File: src/rtl/rat_intr_ctrl.sv
// RAT CPU interrupt controller: synchronises and latches requests,
// then sequences the two-cycle entry (push PC, load vector 0x3FF).
module rat_intr_ctrl #(
  parameter  int N_SRC       = 4,
  parameter  int SYNC_STAGES = 2,
  localparam int ID_W        = (N_SRC > 1) ? $clog2(N_SRC) : 1
) (
  input  logic             CLK,
  input  logic             RESET,
  input  logic [N_SRC-1:0] IRQ,
  input  logic             MASK_WE,
  input  logic [N_SRC-1:0] MASK_DIN,
  input  logic             I_SET,
  input  logic             I_CLR,
  input  logic             BOUNDARY,
  output logic             CU_HOLD,
  output logic             PC_LD,
  output logic [1:0]       PC_MUX_SEL,
  output logic             SP_DECR,
  output logic             SCR_WE,
  output logic [1:0]       SCR_ADDR_SEL,
  output logic             SCR_DATA_SEL,
  output logic             FLG_SHAD_LD,
  output logic             I_FLAG,
  output logic [ID_W-1:0]  INTR_ID,
  output logic [N_SRC-1:0] PENDING
);

  typedef enum logic [1:0] {
    S_IDLE = 2'b00,
    S_PUSH = 2'b01,
    S_VEC  = 2'b10
  } state_t;

  state_t state;

  logic [N_SRC-1:0] sync_q [SYNC_STAGES];
  logic [N_SRC-1:0] last_q;
  logic [N_SRC-1:0] rise;
  logic [N_SRC-1:0] mask;
  logic [N_SRC-1:0] elig;
  logic [N_SRC-1:0] win_oh;
  logic [ID_W-1:0]  win_id;
  logic             take;

  // last_q holds the previous value of the final stage for edge detect
  always_ff @(posedge CLK) begin
    if (RESET) begin
      for (int k = 0; k < SYNC_STAGES; k++) begin
        sync_q[k] <= '0;
      end
      last_q <= '0;
    end else begin
      sync_q[0] <= IRQ;
      for (int k = 1; k < SYNC_STAGES; k++) begin
        sync_q[k] <= sync_q[k-1];
      end
      last_q <= sync_q[SYNC_STAGES-1];
    end
  end

  assign rise = sync_q[SYNC_STAGES-1] & ~last_q;
  assign elig = PENDING & mask;

  // isolate lowest set bit of the eligible vector
  assign win_oh = elig & (~elig + 1'b1);

  always_comb begin
    win_id = '0;
    for (int i = N_SRC - 1; i >= 0; i--) begin
      if (elig[i]) begin
        win_id = ID_W'(i);
      end
    end
  end

  assign take = (state == S_IDLE) & I_FLAG & (|elig) & BOUNDARY;

  always_ff @(posedge CLK) begin
    if (RESET) begin
      mask <= '0;
    end else if (MASK_WE) begin
      mask <= MASK_DIN;
    end
  end

  // a fresh edge on the winning source survives its own clear
  always_ff @(posedge CLK) begin
    if (RESET) begin
      PENDING <= '0;
    end else begin
      PENDING <= (PENDING & ~(take ? win_oh : '0)) | rise;
    end
  end

  always_ff @(posedge CLK) begin
    if (RESET) begin
      INTR_ID <= '0;
    end else if (take) begin
      INTR_ID <= win_id;
    end
  end

  always_ff @(posedge CLK) begin
    if (RESET) begin
      I_FLAG <= 1'b0;
    end else if (state == S_PUSH) begin
      I_FLAG <= 1'b0;
    end else if (!CU_HOLD) begin
      if (I_CLR) begin
        I_FLAG <= 1'b0;
      end else if (I_SET) begin
        I_FLAG <= 1'b1;
      end
    end
  end

  // outputs are registered alongside the state they belong to
  always_ff @(posedge CLK) begin
    if (RESET) begin
      state        <= S_IDLE;
      CU_HOLD      <= 1'b0;
      PC_LD        <= 1'b0;
      PC_MUX_SEL   <= 2'b00;
      SP_DECR      <= 1'b0;
      SCR_WE       <= 1'b0;
      SCR_ADDR_SEL <= 2'b00;
      SCR_DATA_SEL <= 1'b0;
      FLG_SHAD_LD  <= 1'b0;
    end else begin
      CU_HOLD      <= 1'b0;
      PC_LD        <= 1'b0;
      PC_MUX_SEL   <= 2'b00;
      SP_DECR      <= 1'b0;
      SCR_WE       <= 1'b0;
      SCR_ADDR_SEL <= 2'b00;
      SCR_DATA_SEL <= 1'b0;
      FLG_SHAD_LD  <= 1'b0;
      case (state)
        S_IDLE: begin
          if (take) begin
            state        <= S_PUSH;
            CU_HOLD      <= 1'b1;
            SCR_WE       <= 1'b1;
            SCR_ADDR_SEL <= 2'b11;
            SCR_DATA_SEL <= 1'b1;
            SP_DECR      <= 1'b1;
            FLG_SHAD_LD  <= 1'b1;
          end else begin
            state <= S_IDLE;
          end
        end
        S_PUSH: begin
          state      <= S_VEC;
          CU_HOLD    <= 1'b1;
          PC_LD      <= 1'b1;
          PC_MUX_SEL <= 2'b10;
        end
        S_VEC: begin
          state <= S_IDLE;
        end
        default: begin
          state <= S_IDLE;
        end
      endcase
    end
  end

endmodule

File: config.mk
export PLATFORM = sky130hd
export DESIGN_NAME = rat_intr_ctrl
export DESIGN_NICKNAME = d
export VERILOG_FILES = /design/src/rtl/rat_intr_ctrl.sv
export SDC_FILE = /design/constraint.sdc
export NUM_CORES = 1
export LEC_CHECK = 0
export ABC_AREA = 1
export CORE_ASPECT_RATIO = 1.25
export CORE_UTILIZATION = 48
export DETAILED_ROUTE_END_ITERATION = 8
export PLACE_DENSITY_LB_ADDON = 0.1
export SLEW_MARGIN = 15
export SYNTH_ARGS = -nofsm -noshare
export SYNTH_HDL_FRONTEND = slang
export SYNTH_SLANG_ARGS = --single-unit
export TNS_END_PERCENT = 10
File: constraint.sdc
create_clock -name CLK -period 2.6 [get_ports CLK]
set_input_delay 0.65 -clock CLK [delete_from_list [all_inputs] [get_ports CLK]]
set_output_delay 0.65 -clock CLK [all_outputs]
set_load 0.01 [all_outputs]
==> results.py, run 1 <==
metrics = {
    "run_status": {
        "status": "finished clean",
    },
    "grt": {
        "grt_pass1_wl_mm": 2.64,
        "overflow": 0,
        "grt_pass1_vias": 691,
        "antenna_found_initial": 0,
        "grt_max_degree": 17,
        "track_usage": 0.151,
    },
    "sta": {
        "drv_slew": 0,
        "fin_crit_sh": 0.741,
        "setup-violations-final": 0,
        "skew_ns": 0.00118,
        "final-hold-violation-count": 0,
        "tns_ns": 0,
        "min_period_ns": 1.93,
        "holdWs_ns": 0.413,
        "max_freq_mhz": 519,
        "rsz0062_at_grt": "false",
    },
    "power_and_ir_drop": {
        "ir_drop_mv": 0.334,
        "power.total_w": 0.000677,
        "power_density_nw_per_um2": 522,
        "leakage_nw": 0.550,
    },
    "setup_path": {
        "slowest_delay_ns": 0.56,
        "slowest_stage": "clkdlybuf4s50_1",
        "crit_buf_inv": 1,
        "critical_path_class": "flip-flop to output port",
        "cp_top_family": "buffers and inverters",
        "cp-start-kind": "flip-flop",
        "cp-end-kind": "output port",
        "worstPathCellList": "clkdlybuf4s50_1",
        "critPathMaxFanout": 6,
        "crit_arrival_ns": 1.28,
        "critPathRequiredTime_ns": 1.95,
    },
    "placed_design": {
        "port_buffers": 29,
        "dpl-instance-area_um2": 1270,
        "gp_congestion": 0.694,
        "hpwl_mm": 1.23,
    },
    "cells_and_area": {
        "num_antenna_cells": 0,
        "syn_to_final_growth_pct": 27.4,
        "multi_input_area_um2": 320,
        "seqCellArea_um2": 541,
        "drive_above_1_share": 0.0940,
        "fin_area_um2": 1300,
        "fillers": 178,
        "final_nets": 164,
    },
    "yosys": {
        "synthMuxAreaShare": 0,
        "synthSimpleGateAreaFrac": 0.200,
        "synth-xor-area-share": 0,
        "synth_compound_area_frac": 0.111,
        "synth_warnings": 0,
        "yosys.area.top_type_share": 0.531,
        "synth_seq_cells": 27,
        "synth.net_count": 139,
        "ys_seq_area_frac": 0.531,
        "synth_cells": 125,
        "netlist_area_um2": 1020,
        "synth.distinct_cells": 20,
        "synthTopCellsByArea": "dfxtp_1 (53%), inv_1 (8.1%), nand2_1 (7.4%)",
        "syn_area_per_cell_um2": 8.14,
        "synth_top_family_by_area": "simple AND/OR/NAND/NOR gates",
        "synthAdderAreaFrac": 0,
        "synth_top_area_cell": "dfxtp_1",
    },
    "clock_network": {
        "worst_skew_pair.late_latency_ns": 0.30,
        "cts_resized": 0,
        "numCtsBuffers": 3,
        "clockBufferDepth": 2,
        "h-tree-depth": 1,
        "hold_buffers": 0,
        "cts.sinks": 27,
        "clock-root-buffer": "clkbuf_4",
        "cts_tree": "done",
        "clkTransAtPathRegs_ns": 0.13,
        "post_cts_buffers": 0,
    },
    "floorplanning": {
        "start_util": 0.513,
        "die_y_um": 53.5,
        "die_x_um": 43.2,
        "io_pins": 31,
        "core-area_um2": 1980,
        "row_count": 18,
        "dieArea_um2": 2310,
    },
    "hold_path": {
        "hold_path.class": "flip-flop to flip-flop",
    },
    "job": {
        "max_cap_viol_count": 0,
    },
    "drt": {
        "route.antenna.remaining_nets": 0,
        "drt_iter0_markers": 9,
        "avgRoutedWirePerCell_um": 9.34,
        "wirelength_mm": 1.58,
        "viasPerCell": 4.65,
        "drt-pass1-iter-count": 4,
        "vias": 786,
        "drc": 0,
    },
}
-- power by group --
| group | internal (W) | switching (W) |
|---|---|---|
| Sequential | 0.000430 | 0.00000860 |
| Clock | 0.0000598 | 0.000109 |
| Combinational | 0.0000378 | 0.0000313 |
| Total | 0.000528 | 0.000149 |
-- layer usage --
metal,global-route usage,up-vias,part of all wire
met5,0,-,0
met4,0.0606,0,0.0082
met3,0.0239,2,0.055
met2,0.291,27,0.51
met1,0.159,345,0.42
li1,-,412,-
-- path summary, 6_finish.rpt --
kind / startpoint / endpoint / slack [ns] / depth (start not counted)
setup / recovery: SCR_ADDR_SEL[0]$_SDFF_PP0_ / SCR_ADDR_SEL[1] / 0.67 / 1
setup reg to reg: PENDING[2]$_SDFF_PP0_ / INTR_ID[0]$_SDFFE_PP0N_ / 1.58 / 6
hold reg to reg: sync_q[0][2]$_SDFF_PP0_ / sync_q[0][6]$_SDFF_PP0_ / 0.41 / 2
hold / removal: sync_q[0][2]$_SDFF_PP0_ / sync_q[0][6]$_SDFF_PP0_ / 0.41 / 2
-- cell families (layout without fill, tap and decap cells) --
group	count (synthesis)	count (layout)
and+or+nand+nor	48	48
DFF	27	27
other	1	1
AOI/OAI and AO/OA	16	16
buffers and inverters	33	57
-- state kept, by name (all words and copies together), names as in the netlist --
signal	count
last_q	4
PENDING	4
I_FLAG	1
sync_q	8
mask	4
CU_HOLD	1
SCR_ADDR_SEL	1
state	2
INTR_ID	2
-- worst register-to-register path, cell delays in order, from the launching register on --
cell and delay, ns:
dfxtp_1 0.35, nand2_1 0.09, nand2_1 0.10, o21ai_4 0.24, nor2_2 0.06, nand2_1 0.06
nand2_1 0.04
-- synth_stat cells --
library cell	n
inv_2	1
nand3_1	3
buf_2	2
a21boi_0	1
buf_4	8
o22ai_1	2
o21ai_4	1
a21oi_1	4
dfxtp_1	27
inv_1	22
nor2_2	1
a21oi_2	1
nand2_1	20
nand2_2	4
nor2_1	19
o21ai_0	4
a211oi_2	1
nor2_4	1
o21bai_1	2
conb_1	1
-- through the flow --
| step | cells | util | worst slack [ns] |
|---|---|---|---|
| floorplan | 125 | - | 1.35 |
| global placement | 165 | 0.641 | 0.830 |
| detailed placement | 165 | 0.641 | 0.799 |
| CTS | 169 | 0.654 | 0.658 |
| global route | 169 | 0.654 | 0.611 |
| finish | 169 | 0.654 | 0.675 |
-- cells in the final DEF, fill, tap and decap left out --
cell type	count
o21ai_0	4
clkbuf_4	3
inv_2	1
a211oi_2	1
a21boi_0	1
dfxtp_1	27
buf_4	1
conb_1	1
clkbuf_1	1
o21bai_1	2
a21oi_2	1
inv_1	22
o22ai_1	2
nand2_2	4
nand3_1	3
clkdlybuf4s50_1	29
nor2_1	19
nand2_1	20
o21ai_4	1
nor2_2	1
a21oi_1	4
nor2_4	1
-- layout make-up --
type / count / area share
tap: 20 / 0.0193
clock buffer: 4 / 0.0203
sequential: 27 / 0.417
inverter: 23 / 0.0666
multi-input combinational: 65 / 0.247
timing repair buffer: 30 / 0.230
Note: power is estimated with default switching activity, not from simulation.
==> run 2, diff against run 1 <==
--- a/config.mk
+++ b/config.mk
@@ -7,7 +7,7 @@
 export LEC_CHECK = 0
 export ABC_AREA = 1
 export CORE_ASPECT_RATIO = 1.25
-export CORE_UTILIZATION = 48
+export CORE_UTILIZATION = 45
 export DETAILED_ROUTE_END_ITERATION = 8
 export PLACE_DENSITY_LB_ADDON = 0.1
 export SLEW_MARGIN = 15
==> constraint.sdc (replaced) <==
create_clock -name CLK -period 1.86 [get_ports CLK]
set_input_delay 0.465 -clock CLK [delete_from_list [all_inputs] [get_ports CLK]]
set_output_delay 0.465 -clock CLK [all_outputs]
set_load 0.01 [all_outputs]
==> results.py, run 2 (synthesis gave the netlist of run 1 again) <==
metrics = {
    "drt": {
        "route.antenna.remaining_nets": 0,
        "wl_met3_um": 83,
        "drt-pass1-iter-count": 4,
        "wirelength_mm": 1.58,
        "met1_length_um": 662,
        "top_layer": "met4",
        "route.met2.wl_um": 806,
        "viasPerCell": 4.32,
        "drc": 0,
        "vias": 774,
        "avgRoutedWirePerCell_um": 8.83,
        "drt_iter0_markers": 6,
    },
    "sta": {
        "holdWs_ns": 0.417,
        "max_freq_mhz": 567,
        "final-hold-violation-count": 0,
        "fin_crit_sh": 0.948,
        "setup-violations-final": 0,
        "skew_ns": 0.00237,
        "drv_slew": 0,
        "tns_ns": 0,
        "min_period_ns": 1.76,
        "rsz0062_at_grt": "false",
    },
    "setup_path": {
        "critical_path_class": "flip-flop to output port",
        "critPathRequiredTime_ns": 1.39,
        "reg2reg_slack_ns": 0.85,
        "worstReg2RegStart": "PENDING[2]$_SDFF_PP0_",
        "critPathLaunch": "SCR_ADDR_SEL[0]$_SDFF_PP0_",
        "worst_r2r_path_depth": 6,
        "endpoint": "SCR_DATA_SEL",
        "cp-end-kind": "output port",
        "crit_buf_inv": 1,
        "r2r-end": "INTR_ID[0]$_SDFFE_PP0N_",
        "slowest_stage": "clkdlybuf4s50_1",
        "crit_arrival_ns": 1.30,
        "crit_cells": 1,
        "slowest_delay_ns": 0.57,
        "critPathMaxFanout": 6,
        "cp_top_family": "buffers and inverters",
        "cp-start-kind": "flip-flop",
        "worstPathCellList": "clkdlybuf4s50_1",
    },
    "power_and_ir_drop": {
        "leakage_nw": 0.553,
        "ir_drop_mv": 0.625,
        "power_density_nw_per_um2": 726,
    },
    "floorplanning": {
        "row_count": 18,
        "dieArea_um2": 2460,
        "core-area_um2": 2050,
        "io_pins": 31,
        "die_x_um": 44.5,
        "die_y_um": 55.2,
        "start_util": 0.496,
    },
    "grt": {
        "grt_pass1_vias": 681,
        "track_usage": 0.146,
        "antenna_found_initial": 0,
        "grt_max_degree": 16,
        "grt_pass1_wl_mm": 2.59,
        "overflow": 0,
    },
    "clock_network": {
        "clock-root-buffer": "clkbuf_4",
        "worst_skew_pair.late_latency_ns": 0.31,
        "clockBufferDepth": 2,
        "cts_resized": 0,
        "h-tree-depth": 1,
        "numCtsBuffers": 3,
        "cts.sinks": 27,
        "hold_buffers": 0,
        "clkTransAtPathRegs_ns": 0.13,
        "cts_tree": "done",
        "post_cts_buffers": 0,
    },
    "placed_design": {
        "dpl-instance-area_um2": 1280,
        "gp_congestion": 0.717,
        "hpwl_mm": 1.24,
        "port_buffers": 29,
    },
    "job": {
        "max_cap_viol_count": 0,
    },
    "cells_and_area": {
        "final_common_cell": "clkdlybuf4s50_1",
        "num_antenna_cells": 0,
        "largest_reg_flops": 8,
        "top_register": "sync_q",
        "final_util": 0.639,
        "drive_above_1_share": 0.101,
        "fin_area_um2": 1310,
        "final_nets": 164,
        "layout_common_cells": "clkdlybuf4s50_1 (29), dfxtp_1 (27), inv_1 (22)",
        "syn_to_final_growth_pct": 28.8,
    },
    "hold_path": {
        "hold_path.class": "flip-flop to flip-flop",
    },
    "run_status": {
        "status": "finished clean",
    },
}
[run 2: final cells by class]
| cell class | count | area (um2) |
|---|---|---|
| inverters | 23 | 86.3 |
| repair buffers | 30 | 298 |
| fillers | 183 | 739 |
| clock inverters | 1 | 5.00 |
| clock buffers | 3 | 22.5 |
| flip-flops and latches | 27 | 541 |
| well taps | 30 | 37.5 |
| multi-input cells | 65 | 320 |
[run 2: layer usage]
metal,up-vias,GRT usage
met5,-,0
met4,0,0.0758
met3,4,0.0195
met2,24,0.287
met1,333,0.148
li1,413,-
[run 2: power by group]
part	internal, W	total [W]	switching, W
clock	0.0000804	0.000241	0.000161
sequential	0.000602	0.000614	0.0000123
combinational	0.0000529	0.0000955	0.0000426
[run 2: through the flow]
stage          instances  worst slack (ns)  total power (W)
3_5_place_dp         175             0.316         0.000724
5_1_grt              179            0.0155         0.000993
3_3_place_gp         175             0.331         0.000721
2_1_floorplan        125             0.798         0.000675
6_report             179            0.0965         0.000951
4_1_cts              179            0.0796         0.000961
[run 2: worst min path at each step]
stage | start | end | slack, ns | cells after the start
6_report | sync_q[0][1]$_SDFF_PP0_ | sync_q[0][5]$_SDFF_PP0_ | 0.42 | 2
4_1_cts | sync_q[0][2]$_SDFF_PP0_ | sync_q[0][6]$_SDFF_PP0_ | 0.42 | 2
5_1_grt | sync_q[0][3]$_SDFF_PP0_ | sync_q[0][7]$_SDFF_PP0_ | 0.44 | 2
3_3_place_gp | sync_q[0][2]$_SDFF_PP0_ | sync_q[0][6]$_SDFF_PP0_ | 0.39 | 2
2_1_floorplan | sync_q[0][0]$_SDFF_PP0_ | sync_q[0][4]$_SDFF_PP0_ | 0.39 | 2
3_5_place_dp | sync_q[0][1]$_SDFF_PP0_ | sync_q[0][5]$_SDFF_PP0_ | 0.40 | 2
==> run 3, diff against run 2 <==
--- a/config.mk
+++ b/config.mk
@@ -9,7 +9,8 @@
 export CORE_ASPECT_RATIO = 1.25
 export CORE_UTILIZATION = 45
 export DETAILED_ROUTE_END_ITERATION = 8
-export PLACE_DENSITY_LB_ADDON = 0.1
+export GPL_ROUTABILITY_DRIVEN = 0
+export PLACE_DENSITY_LB_ADDON = 0.15
 export SLEW_MARGIN = 15
 export SYNTH_ARGS = -nofsm -noshare
 export SYNTH_HDL_FRONTEND = slang
==> results.py, run 3 (synthesis gave the netlist of run 1 again) <==
metrics = {
    "floorplanning": {
        "die_y_um": 55.2,
        "core-area_um2": 2050,
        "row_count": 18,
        "start_util": 0.496,
        "dieArea_um2": 2460,
        "die_x_um": 44.5,
        "io_pins": 31,
    },
    "setup_path": {
        "critical_path_class": "flip-flop to output port",
        "cp_top_family": "buffers and inverters",
        "crit_arrival_ns": 1.28,
        "critPathRequiredTime_ns": 1.39,
        "cp-start-kind": "flip-flop",
        "slowest_stage": "clkdlybuf4s50_1",
        "cp-end-kind": "output port",
        "crit_buf_inv": 1,
        "critPathMaxFanout": 6,
        "slowest_delay_ns": 0.56,
        "worstPathCellList": "clkdlybuf4s50_1",
    },
    "drt": {
        "drt_iter0_markers": 4,
        "wirelength_mm": 1.62,
        "avgRoutedWirePerCell_um": 9.02,
        "viasPerCell": 4.36,
        "drc": 0,
        "vias": 780,
        "drt-pass1-iter-count": 3,
        "route.antenna.remaining_nets": 0,
    },
    "placed_design": {
        "dp.cells": 175,
        "dpl-instance-area_um2": 1280,
        "port_buffers": 29,
        "hpwl_mm": 1.27,
    },
    "power_and_ir_drop": {
        "intPower_w": 0.000738,
        "netSwitchingPower_w": 0.000208,
        "netSwitchingFraction": 0.220,
        "leakage_nw": 0.550,
        "ir_drop_mv": 0.636,
        "power_density_nw_per_um2": 723,
        "p_comb_frac": 0.102,
        "power.share.clock": 0.249,
        "power.total_w": 0.000946,
        "pwr-share-seq": 0.648,
    },
    "sta": {
        "max_freq_mhz": 573,
        "min_period_ns": 1.74,
        "rsz0062_at_grt": "false",
        "drv_slew": 0,
        "final-hold-violation-count": 0,
        "setup-violations-final": 0,
        "skew_ns": 0.00338,
        "tns_ns": 0,
        "fin_crit_sh": 0.938,
    },
    "run_status": {
        "status": "finished clean",
    },
    "cells_and_area": {
        "layout_common_cells": "clkdlybuf4s50_1 (29), dfxtp_1 (27), inv_1 (22)",
        "instances_no_fill": 179,
        "drive_above_1_share": 0.0940,
        "top_register": "sync_q",
        "syn_to_final_growth_pct": 28.7,
        "largest_reg_flops": 8,
        "final_util": 0.639,
        "final_nets": 164,
        "num_antenna_cells": 0,
        "final_common_cell": "clkdlybuf4s50_1",
        "fin_area_um2": 1310,
    },
    "clock_network": {
        "hold_buffers": 0,
        "cts.sinks": 27,
        "clock-root-buffer": "clkbuf_4",
        "cts_resized": 0,
        "h-tree-depth": 1,
        "clockBufferDepth": 2,
        "clkTransAtPathRegs_ns": 0.13,
        "worst_skew_pair.late_latency_ns": 0.31,
        "post_cts_buffers": 0,
        "numCtsBuffers": 3,
        "cts_tree": "done",
    },
    "grt": {
        "overflow": 0,
        "grt_max_degree": 16,
        "track_usage": 0.146,
        "grt_pass1_wl_mm": 2.64,
        "antenna_found_initial": 0,
        "grt_pass1_vias": 691,
    },
    "job": {
        "max_cap_viol_count": 0,
    },
    "hold_path": {
        "hold_path.class": "flip-flop to flip-flop",
    },
}
==> run 3: power groups by stage <==
stage	combinational, W	clock, W	sequential [W]
after floorplan	0.0000480	0	0.000627
after global placement	0.0000953	0	0.000626
after detailed placement	0.0000976	0	0.000627
after CTS	0.0000982	0.000246	0.000614
after global routing	0.000107	0.000260	0.000616
final	0.0000966	0.000236	0.000614
==> run 3: final timing paths <==
| kind | start | endpoint | slack (ns) | cells after the start |
|---|---|---|---|---|
| setup / recovery | SCR_ADDR_SEL[0]$_SDFF_PP0_ | SCR_ADDR_SEL[1] | 0.12 | 1 |
| hold / removal | sync_q[0][1]$_SDFF_PP0_ | sync_q[0][5]$_SDFF_PP0_ | 0.41 | 2 |
| setup reg to reg | PENDING[2]$_SDFF_PP0_ | INTR_ID[0]$_SDFFE_PP0N_ | 0.82 | 6 |
| hold reg to reg | sync_q[0][1]$_SDFF_PP0_ | sync_q[0][5]$_SDFF_PP0_ | 0.41 | 2 |
==> run 3: per-layer routing <==
metal  global-route usage  up-vias  part of all wire
met5                    0        -                 0
met4               0.0758        0            0.0087
met3               0.0195        2             0.041
met2                0.294       22              0.52
met1                0.143      344              0.43
li1                     -      412                 -
==> run 3: layout make-up <==
type | instances | area, um2
fill | 185 | 741
sequential | 27 | 541
multi-input combinational | 65 | 320
timing repair buffer | 30 | 298
inverter | 23 | 86.3
tap | 30 | 37.5
clock buffer | 4 | 26.3
==> run 3: through the flow <==
stage                     hold slack (ns)  setup WS (ns)
after floorplan                     0.388          0.798
after detailed placement            0.393          0.298
final                               0.410          0.116
after global placement              0.390          0.334
after global routing                0.429         0.0444
after CTS                           0.411         0.0901
